$ cat src/rtl/fifo_wptr_ctrl_pkg.sv
// Shared async-FIFO helpers: default geometry and Gray/binary conversion,
// used by both the write-side and read-side pointer controllers.
package fifo_pkg;

  localparam int FIFO_ADDR_WIDTH = 4;
  localparam int FIFO_SYNC       = 2;

  // Conversion functions work on a fixed wide word; callers size-cast in and out.
  localparam int FIFO_FN_W = 32;

  function automatic logic [FIFO_FN_W-1:0] bin2gray(input logic [FIFO_FN_W-1:0] b);
    return b ^ (b >> 1);
  endfunction

  // Prefix-XOR from the MSB down, done in log2 steps.
  function automatic logic [FIFO_FN_W-1:0] gray2bin(input logic [FIFO_FN_W-1:0] g);
    logic [FIFO_FN_W-1:0] b;
    b = g;
    for (int unsigned s = 1; s < FIFO_FN_W; s = s << 1) begin
      b = b ^ (b >> s);
    end
    return b;
  endfunction

endpackage

$ cat src/rtl/fifo_wptr_ctrl_if.sv
// Write-side bundle between the producer and the write pointer controller.
interface fifo_wptr_ctrl_if
  import fifo_pkg::*;
#(
  parameter int ADDR_WIDTH = FIFO_ADDR_WIDTH
);
  logic                  wr_req_i;
  logic [ADDR_WIDTH:0]   rptr_gray_i;
  logic                  ovf_clr_i;
  logic                  wr_en_o;
  logic [ADDR_WIDTH-1:0] waddr_o;
  logic [ADDR_WIDTH:0]   wptr_gray_o;
  logic                  full_o;
  logic                  afull_o;
  logic [ADDR_WIDTH:0]   level_o;
  logic                  ovf_o;

  modport master (
    output wr_req_i, rptr_gray_i, ovf_clr_i,
    input  wr_en_o, waddr_o, wptr_gray_o, full_o, afull_o, level_o, ovf_o
  );

  modport slave (
    input  wr_req_i, rptr_gray_i, ovf_clr_i,
    output wr_en_o, waddr_o, wptr_gray_o, full_o, afull_o, level_o, ovf_o
  );
endinterface

$ cat src/rtl/fifo_wptr_ctrl_sync.sv
// Multi-flop synchronizer for a Gray-coded bus; stage count derived from SYNC.
module sync #(
  parameter int DATA_WIDTH = 1,
  parameter int SYNC       = 2
) (
  input  logic                  clk,
  input  logic                  rst_n,
  input  logic [DATA_WIDTH-1:0] d_i,
  output logic [DATA_WIDTH-1:0] q_o
);
  localparam int C_SYNC = (SYNC == 0) ? 2 : (SYNC == 1) ? 3 : SYNC + 1;

  logic [DATA_WIDTH-1:0] stage_q [C_SYNC];

  // Shift chain: stage 0 samples the asynchronous input.
  always_ff @(posedge clk or negedge rst_n) begin
    if (!rst_n) begin
      for (int unsigned i = 0; i < C_SYNC; i++) stage_q[i] <= '0;
    end else begin
      stage_q[0] <= d_i;
      for (int unsigned i = 1; i < C_SYNC; i++) stage_q[i] <= stage_q[i-1];
    end
  end

  assign q_o = stage_q[C_SYNC-1];
endmodule

$ cat src/rtl/fifo_wptr_ctrl.sv
// Write-domain pointer and status controller for the asynchronous FIFO.
module fifo_wptr_ctrl
  import fifo_pkg::*;
#(
  parameter int ADDR_WIDTH  = FIFO_ADDR_WIDTH,
  parameter int SYNC        = FIFO_SYNC,
  parameter int AFULL_LEVEL = 12
) (
  input  logic             clk,
  input  logic             rst_n,
  fifo_wptr_ctrl_if.slave  bus
);
  localparam int AW    = ADDR_WIDTH;
  localparam int PTR_W = ADDR_WIDTH + 1;
  localparam logic [AW:0] AFULL_THR = PTR_W'(AFULL_LEVEL);

  logic [AW:0] wbin_q, wbin_d;
  logic [AW:0] wgray_q, wgray_d;
  logic [AW:0] level_q, level_d;
  logic [AW:0] rq, rbin;
  logic        full_q, full_d;
  logic        afull_q, afull_d;
  logic        ovf_q, ovf_d;
  logic        wr_en;

  sync #(
    .DATA_WIDTH (PTR_W),
    .SYNC       (SYNC)
  ) u_rptr_sync (
    .clk   (clk),
    .rst_n (rst_n),
    .d_i   (bus.rptr_gray_i),
    .q_o   (rq)
  );

  assign wr_en = bus.wr_req_i & ~full_q;

  // Next pointer and status: the accepted write and the latest synced read
  // pointer are folded into one evaluation, so the flags track the write
  // at the same edge it is taken.
  always_comb begin
    wbin_d  = wbin_q + PTR_W'(wr_en);
    wgray_d = PTR_W'(bin2gray(FIFO_FN_W'(wbin_d)));
    rbin    = PTR_W'(gray2bin(FIFO_FN_W'(rq)));
    full_d  = (wgray_d == {~rq[AW:AW-1], rq[AW-2:0]});
    level_d = wbin_d - rbin;
    afull_d = (level_d >= AFULL_THR);
    ovf_d   = ovf_q;
    if (bus.wr_req_i && full_q) begin
      ovf_d = 1'b1;
    end else if (bus.ovf_clr_i) begin
      ovf_d = 1'b0;
    end
  end

  // Pointer and status registers.
  always_ff @(posedge clk or negedge rst_n) begin
    if (!rst_n) begin
      wbin_q  <= '0;
      wgray_q <= '0;
      level_q <= '0;
      full_q  <= 1'b0;
      afull_q <= 1'b0;
      ovf_q   <= 1'b0;
    end else begin
      wbin_q  <= wbin_d;
      wgray_q <= wgray_d;
      level_q <= level_d;
      full_q  <= full_d;
      afull_q <= afull_d;
      ovf_q   <= ovf_d;
    end
  end

  assign bus.wr_en_o     = wr_en;
  assign bus.waddr_o     = wbin_q[AW-1:0];
  assign bus.wptr_gray_o = wgray_q;
  assign bus.full_o      = full_q;
  assign bus.afull_o     = afull_q;
  assign bus.level_o     = level_q;
  assign bus.ovf_o       = ovf_q;
endmodule

$ cat src/flat_wrapper.sv
// flat-port wrapper written by rule: the top's interface ports become plain ports
module fifo_wptr_ctrl_flat import fifo_pkg::*;
#(
  parameter int ADDR_WIDTH  = FIFO_ADDR_WIDTH,
  parameter int SYNC        = FIFO_SYNC,
  parameter int AFULL_LEVEL = 12
)
  (clk, rst_n, bus_wr_req_i, bus_rptr_gray_i, bus_ovf_clr_i, bus_wr_en_o, bus_waddr_o, bus_wptr_gray_o, bus_full_o, bus_afull_o, bus_level_o, bus_ovf_o);
  fifo_wptr_ctrl_if #(.ADDR_WIDTH(ADDR_WIDTH)) bus_i ();
  input  logic clk;
  input  logic rst_n;
  input wire logic [$bits(bus_i.wr_req_i)-1:0] bus_wr_req_i;
  input wire logic [$bits(bus_i.rptr_gray_i)-1:0] bus_rptr_gray_i;
  input wire logic [$bits(bus_i.ovf_clr_i)-1:0] bus_ovf_clr_i;
  output wire logic [$bits(bus_i.wr_en_o)-1:0] bus_wr_en_o;
  output wire logic [$bits(bus_i.waddr_o)-1:0] bus_waddr_o;
  output wire logic [$bits(bus_i.wptr_gray_o)-1:0] bus_wptr_gray_o;
  output wire logic [$bits(bus_i.full_o)-1:0] bus_full_o;
  output wire logic [$bits(bus_i.afull_o)-1:0] bus_afull_o;
  output wire logic [$bits(bus_i.level_o)-1:0] bus_level_o;
  output wire logic [$bits(bus_i.ovf_o)-1:0] bus_ovf_o;
  assign bus_i.wr_req_i = bus_wr_req_i;
  assign bus_i.rptr_gray_i = bus_rptr_gray_i;
  assign bus_i.ovf_clr_i = bus_ovf_clr_i;
  assign bus_wr_en_o = bus_i.wr_en_o;
  assign bus_waddr_o = bus_i.waddr_o;
  assign bus_wptr_gray_o = bus_i.wptr_gray_o;
  assign bus_full_o = bus_i.full_o;
  assign bus_afull_o = bus_i.afull_o;
  assign bus_level_o = bus_i.level_o;
  assign bus_ovf_o = bus_i.ovf_o;
  fifo_wptr_ctrl #(.ADDR_WIDTH(ADDR_WIDTH), .SYNC(SYNC), .AFULL_LEVEL(AFULL_LEVEL)) u_core (.clk(clk), .rst_n(rst_n), .bus(bus_i));
endmodule
$ cat config.mk
export PLATFORM = sky130hd
export DESIGN_NAME = fifo_wptr_ctrl_flat
export DESIGN_NICKNAME = d
export VERILOG_FILES = /design/src/rtl/fifo_wptr_ctrl_pkg.sv /design/src/rtl/fifo_wptr_ctrl_if.sv /design/src/rtl/fifo_wptr_ctrl_sync.sv /design/src/rtl/fifo_wptr_ctrl.sv /design/src/flat_wrapper.sv
export SDC_FILE = /design/constraint.sdc
export NUM_CORES = 1
export LEC_CHECK = 0
export CORE_MARGIN = 2
export CORE_UTILIZATION = 53
export DETAILED_ROUTE_END_ITERATION = 16
export GPL_ROUTABILITY_DRIVEN = 0
export PLACE_DENSITY = 0.84
export SLEW_MARGIN = 5
export SYNTH_ARGS = -nofsm -noshare
export SYNTH_HDL_FRONTEND = slang
export SYNTH_HIERARCHICAL = 1
export SYNTH_SLANG_ARGS = --single-unit
$ cat constraint.sdc
create_clock -name clk -period 5.7 [get_ports clk]
set_input_delay 0.57 -clock clk [delete_from_list [all_inputs] [get_ports clk]]
set_output_delay 0.57 -clock clk [all_outputs]
set_load 0.01 [all_outputs]
==> flow_metrics.tcl <==
set metrics [dict create \
    status "finished clean" \
    maxCapViolations 0 \
    rows 17 \
    slew_violations 0 \
    ys.flop_type "dfrtp_1" \
    ant_nets 0 \
    synth_seq_area_share 0.6244 \
    wl_met1_um 792 \
    layout.nets 134 \
    wl_met3_um 139 \
    layout_min_cycle_time_ps 2852 \
    drc 0 \
    finalSetupViolCount 0 \
    cts.path.max_buffers 2 \
    slowest_delay_ps 480 \
    slew_headroom 0.6640 \
    grt_pass1_vias 730 \
    port_buffers 26 \
    grt_antenna_before_repair 0 \
    rsz0062_at_grt "no" \
    async_reset_ff_frac 1.000 \
    path_cells "clkdlybuf4s50_1 > nor2b_1 > and2_1 > ha_1 > xor2_1 > ha_1 > a2111oi_1 > nor3_1 > xor2_1 > a21o_1" \
    ctsHoldBuffers 0 \
    vias 721 \
    worst_pin_slew_ps 500.4 \
    cts_root_buf "clkbuf_4" \
    dpl-instance-area_um2 1544 \
    drt_iter0_markers 4 \
    syn_inst 92 \
    yosysWarnings 6 \
    cts_setup_buffers 0 \
    synth.most_common_cell "dfrtp_1" \
    cts_resized 0 \
    ir_drop_uv 448.7 \
    worst-setup-path-type "in2reg" \
    ys_ff_latch 32 \
    skew_ps 5.389 \
    post-route-period-util 0.5003 \
    routed.top_layer "met3" \
    grtUsageTotal 0.1640 \
    avgSynthCellArea_um2 13.94 \
    fp.dieH_um 53.19 \
    clk_pin_slew_ps 100 \
    hold_viol 0 \
    die_w_um 53.19 \
    firstDrtPassIters 2 \
    fmax_mhz 350.6 \
    power_density_nw_per_um2 610.5 \
    grt_start_max_net_pins 33 \
    slowest_stage "clkdlybuf4s50_1" \
    syn_area_um2 1282 \
    yosysTopAreaCellShare 0.6244 \
    avgViaCountPerCell 4.839 \
    grt_pass1_wl_um 3056 \
    die-area_um2 2829 \
    stdcell_area_um2 1624 \
    min_path_type "reg2reg" \
    wl_um 1806 \
    numClockSinks 32 \
    cp-end-kind "flop" \
    start_util 0.5688 \
    cts-buffers-inserted 5 \
    place_hpwl_um 1312 \
    leakage_nw 0.7012 \
    critical_path_required_ps 5930 \
    start_kind "input pin" \
    synth.net_count 106 \
    setup_tns_ps 0 \
    yosysTopAreaCell "dfrtp_1" \
    cp.arrival_ps 3080 \
    drive_above_1_share 0.1074 \
    yosys-top-cells-area "dfrtp_1, xnor2_1, ha_1" \
    n_fill_cell 166 \
    wl_met2_um 874 \
    grt-ovfl-total 0 \
    clkLatencyLatePin_ps 320 \
    cts_tree "built" \
    n_antenna_cell 0 \
    synth_edf_count 0 \
    htreeDepth 2 \
    ys_types 23 \
    core_area_um2 2255 \
    netlist_top_cells_count "dfrtp_1, xnor2_1, inv_1" \
    crit_fanout 9 \
    num_io_pins 27 \
    post_drt_wl_per_cell_um 12.12 \
    area_growth_pct 26.63 \
    p_total_uw 991.5 \
]
-- critical path, delay by kind of cell --
family	cells	cell delay, ps
and+or+nand+nor	3	510
adders and majority gates	2	580
xor gates and xnor gates	2	390
buffers and inverters	1	480
AOI/OAI and AO/OA	2	550
-- flip-flops by register name (all words and copies together) (netlist names) --
register                    cells
u_core/bus.wptr_gray_o          4
u_core/bus.afull_o              1
u_core/u_rptr_sync/stage_q     10
u_core/bus.ovf_o                1
u_core/wbin_q                   5
u_core/bus.full_o               1
u_core/bus.level_o              5
u_core/u_rptr_sync/q_o          5
-- through the flow --
stage               utilization  cells  hold WS [ps]  setup WS (ps)
floorplan                     -     92         274.4           3005
global placement         0.6848    141         331.3           2596
detailed placement       0.6848    141         335.5           2546
CTS                      0.7203    149         359.1           2901
global route             0.7203    149         361.3           2739
finish                   0.7203    149         356.0           2848
-- logic make-up after synthesis --
| logic type | count (synthesis) | synth area share |
|---|---|---|
| buf+inv | 12 | 0.04976 |
| simple gates | 12 | 0.04878 |
| fa+ha+maj | 6 | 0.05756 |
| flops | 32 | 0.6244 |
| compound gates | 6 | 0.03220 |
| xor+xnor | 24 | 0.1873 |
-- power breakdown --
part	internal (mW)	switching (mW)	total [mW]
combinational	0.259	0.232	0.491
sequential	0.300	0.0355	0.335
clock	0.0914	0.0742	0.166
total	0.649	0.342	0.991
-- layer usage --
metal	up-vias	GRT usage
li1	348	-
met1	345	0.1849
met2	28	0.2542
met3	0	0.05367
met4	0	0.1282
met5	-	0
-- placed cells by master, fill, tap and decap left out --
master,netlist,final
xnor2_2,1,1
dfrtp_1,32,32
nor2_1,1,1
xor2_1,4,4
a221oi_1,1,1
nor2b_1,1,1
clkbuf_4,0,5
or3_1,2,2
clkinvlp_4,0,1
nor3_1,2,2
a21o_1,1,1
bufinv_16,0,1
clkdlybuf4s50_1,0,26
nand2_1,1,1
xor2_2,1,1
nand3_1,4,4
and2_1,1,1
a2111oi_1,1,1
o21ai_0,1,1
clkinv_2,0,1
ha_1,5,5
maj3_2,1,1
xnor3_2,1,1
a21oi_1,2,2
xnor2_1,17,17
inv_1,6,6
buf_4,5,1
-- path summary, 6_finish.rpt --
path                                                from                   endpoint  slack [ps]  depth (start not counted)
setup / recovery                            bus_wr_req_i         u_core/bus.afull_o        2850                         10
hold / removal             u_core/u_rptr_sync/stage_q[5]  u_core/u_rptr_sync/q_o[0]         360                          0
setup reg to reg               u_core/u_rptr_sync/q_o[3]         u_core/bus.afull_o        3000                         10
hold reg to reg            u_core/u_rptr_sync/stage_q[5]  u_core/u_rptr_sync/q_o[0]         360                          0
max in group asynchronous                          rst_n      u_core/bus.level_o[2]        4800                          2
min in group asynchronous                          rst_n  u_core/bus.wptr_gray_o[1]         630                          2
-- layout make-up --
cell class,instances,area (µm²),share of cell area
Timing Repair Buffer,27,267.8,0.1649
Clock buffer,5,37.54,0.02311
Sequential cell,32,800.8,0.4931
Multi-Input combinational cell,48,417.9,0.2573
Inverter,6,22.52,0.01387
Clock inverter,3,42.54,0.02619
Tap cell,28,35.03,0.02157
Note: power is estimated with default switching activity, not from simulation.
